===== config.mk =====
export PLATFORM = sky130hd
export DESIGN_NAME = paritygen_8bit
export DESIGN_NICKNAME = d
export VERILOG_FILES = /design/src/rtl/paritygen_8bit.sv
export SDC_FILE = /design/constraint.sdc
export NUM_CORES = 1
export LEC_CHECK = 0
export CAP_MARGIN = 20
export CORE_AREA = 2 2 39 41
export CTS_CLUSTER_DIAMETER = 50
export DETAILED_ROUTE_END_ITERATION = 8
export DIE_AREA = 0 0 41 43
export PLACE_DENSITY = 0.4
export RECOVER_POWER = 25
export SETUP_SLACK_MARGIN = 0.2
export SLEW_MARGIN = 10
export SYNTH_ARGS = -nofsm -noshare
export SYNTH_HDL_FRONTEND = slang
export SYNTH_SLANG_ARGS = --single-unit

===== constraint.sdc =====
create_clock -name clk -period 1.3 [get_ports clk]
set_clock_uncertainty 0.2 [all_clocks]
set_input_delay 0.195 -clock clk [delete_from_list [all_inputs] [get_ports clk]]
set_output_delay 0.195 -clock clk [all_outputs]
set_load 0.02 [all_outputs]

===== src/rtl/paritygen_8bit.sv =====
// Purpose: registered even/odd parity bit over an 8-bit data word, gated by a supply/valid qualifier.
// Latency: one clk cycle from sampled d/v/en to pb; a new word is accepted every cycle.
// Backpressure: none; en=0 holds the last parity bit, v=0 forces pb low.
//
// Ports:
//   clk   - single clock, all state updates on its rising edge
//   rst_n - asynchronous active-low reset, clears pb
//   d     - 8-bit data word covered by the parity bit
//   v     - supply/valid qualifier; 0 forces pb to 0 (overrides en)
//   en    - evaluate enable; 1 computes a new parity bit, 0 holds
//   pb    - parity bit, driven straight from a flip-flop
module paritygen_8bit #(
   parameter bit PARITY_ODD = 1'b0   // 0 = even parity, 1 = odd parity
) (
   input  logic       clk,
   input  logic       rst_n,
   input  logic [7:0] d,
   input  logic       v,
   input  logic       en,
   output logic       pb
);

   logic par_next;

   // XOR-reduce gives even parity; folding in PARITY_ODD inverts it for odd mode.
   always_comb begin
      par_next = (^d) ^ PARITY_ODD;
   end

   // v=0 is checked before en so an unpowered generator always reads 0.
   always_ff @(posedge clk or negedge rst_n) begin
      if (!rst_n) begin
         pb <= 1'b0;
      end else if (!v) begin
         pb <= 1'b0;
      end else if (en) begin
         pb <= par_next;
      end
   end

endmodule


==> results.json <==
{
  "status": "finished clean",
  "largest_reg_flops": 1,
  "p_leak_nw": 0.106,
  "syn-num-nets": 22,
  "grt_pass1_vias": 122,
  "drv_slew": 0,
  "area_delta_synth_final_pct": 149,
  "diodes": 0,
  "crit_start": "d[2]",
  "ir_drop_uv": 233,
  "p_int_mw": 0.0936,
  "final_layout_size_suffix_gt1_share_pct": 50.0,
  "ioPinCount": 13,
  "min_period_over_period_pct": 88.3,
  "die_y_microns": 43,
  "fill_cells": 153,
  "finalSetupViolCount": 0,
  "ys_types": 4,
  "slew_headroom_pct": 86.6,
  "dieArea_sq_um": 1760,
  "crit_arrival_ps": 820,
  "post_cts_buffers": 0,
  "critPathMaxFanout": 1,
  "hold_viol": 0,
  "utilization_pct": 17.4,
  "period_needed_ps": 1150,
  "synth_cells": 10,
  "fmax_ghz": 0.871,
  "drcViolationCount": 0,
  "holdWs_ps": 217,
  "ys_seq_area_share_pct": 26.0,
  "hold_buffers": 0,
  "finalWirelength_microns": 234,
  "die_w_microns": 41,
  "antenna_left": 0,
  "dr.pass1.iters": 1,
  "clkPwrFrac_pct": 0,
  "clkTransAtPathRegs_ps": 0,
  "dpl_cell_area_sq_um": 236,
  "drv_cap": 0,
  "grt_pass1_wl_microns": 462,
  "top_regs": "pb x1",
  "start_util_pct": 6.96,
  "antenna_found_initial": 0,
  "synth_area_sq_um": 96.3,
  "combPwrFrac_pct": 70.4,
  "hp-class": "input pin to asynchronous set/reset pin",
  "top_register": "pb",
  "rsz0062_at_grt": "yes",
  "r2r-start": "pb",
  "wl_per_cell_microns": 6.16,
  "nNetsFinal": 36,
  "vias": 109,
  "core_sq_um": 1380,
  "drt_iter0_drc": 0,
  "crit_required_ps": 980,
  "io_buffers": 12,
  "rows": 14,
  "worst_slew_pin_slew_ps": 202,
  "sw_frac_of_total_pct": 26.6,
  "grt_overflow": 0,
  "switchingPower_mw": 0.0340,
  "ys_ff_latch": 1,
  "crit_type": "input pin to register",
  "synth_top_area_share_pct": 63.6,
  "crit_path_start_kind": "input pin",
  "postSynthAreaPerCell_sq_um": 9.63,
  "place.gp.congestion": 0.546,
  "track_usage_pct": 3.51,
  "synthTopCellsByArea": "xnor2_1, dfrtp_1, a21oi_1, o21ai_0",
  "yosys.area.top_type": "xnor2_1",
  "vias_per_cell": 2.87,
  "synth_warnings": 0,
  "grt_start_max_net_pins": 3,
  "clk_latency_ps": 0,
  "cellPowerDensity_nw_per_um2": 531,
  "power_frac_seq_pct": 29.6,
  "fin_area_sq_um": 240,
  "crit_path_end_kind": "register"
}
## power groups by stage
stage          logic (mW)  clock network [mW]  registers, mW
6_report           0.0898                   0         0.0378
5_1_grt            0.0987                   0         0.0387
4_1_cts            0.0840                   0         0.0377
3_5_place_dp       0.0911                   0         0.0379
3_3_place_gp       0.0896                   0         0.0375
2_1_floorplan      0.0387                   0         0.0430
## timing repair
item | in CTS | in global routing
pin swaps | 8 | 7
setup endpoints to repair | 2 | 1
resized for setup | 21 | 14
## metrics by stage
| step | setup TNS, ps | power (mW) | setup slack (ps) | instances |
|---|---|---|---|---|
| 2_1_floorplan | 0 | 0.0817 | 278 | 10 |
| 3_3_place_gp | -199 | 0.127 | -188 | 38 |
| 3_5_place_dp | -239 | 0.129 | -222 | 38 |
| 4_1_cts | 0 | 0.122 | 50.4 | 38 |
| 5_1_grt | 0 | 0.137 | 77.1 | 38 |
| 6_report | 0 | 0.128 | 152 | 38 |
## final cells by class
| class | instances | area (sq um) | share of cell area [%] |
|---|---|---|---|
| repair buffers | 12 | 101 | 42.2 |
| multi-input cells | 9 | 93.8 | 39.1 |
| flip-flops and latches | 1 | 25.0 | 10.4 |
| well taps | 16 | 20.0 | 8.33 |
## cells in the mapped netlist
master   number
o21ai_0       1
dfrtp_1       1
xnor2_1       7
a21oi_1       1
## cells in the final DEF (no fill, tap or decap)
master	instances
xnor2_1	4
xnor2_2	3
clkbuf_2	3
buf_6	2
clkdlybuf4s50_1	2
buf_2	2
o21ai_1	1
a21oi_1	1
dlygate4sd3_1	1
buf_8	1
dlygate4sd2_1	1
dfrtp_1	1
## cells by family (layout without fill, tap and decap cells)
| family | count (synthesis) | after routing | share of synthesized area, % |
|---|---|---|---|
| xor gates and xnor gates | 7 | 7 | 63.6 |
| AOI/OAI and AO/OA | 2 | 2 | 10.4 |
| DFF | 1 | 1 | 26.0 |
| buffers and inverters | 0 | 12 | 0 |
## critical path: stages
cell and delay (ps):
buf_2 100, xnor2_1 150, xnor2_1 160, xnor2_1 140, a21oi_1 80
## metal layers
| layer | vias up | wire (microns) | part of all wire, % | GRT usage (%) |
|---|---|---|---|---|
| met4 | 0 | 0 | 0 | 0 |
| met3 | 0 | 78 | 33 | 2.09 |
| met1 | 40 | 84 | 36 | 4.47 |
| met2 | 13 | 71 | 30 | 5.31 |
| li1 | 56 | - | - | - |
| met5 | - | 0 | 0 | 0 |
## path summary, 6_finish.rpt
kind / depth (start not counted) / slack [ps] / end
max in group asynchronous: 1 / 580 / pb
min: 1 / 220 / pb
min reg2reg: 2 / 330 / pb
max reg2reg: 2 / 450 / pb
min in group clk: 2 / 330 / pb
max: 5 / 150 / pb
No activity file was read; power rests on OpenSTA's default activity.
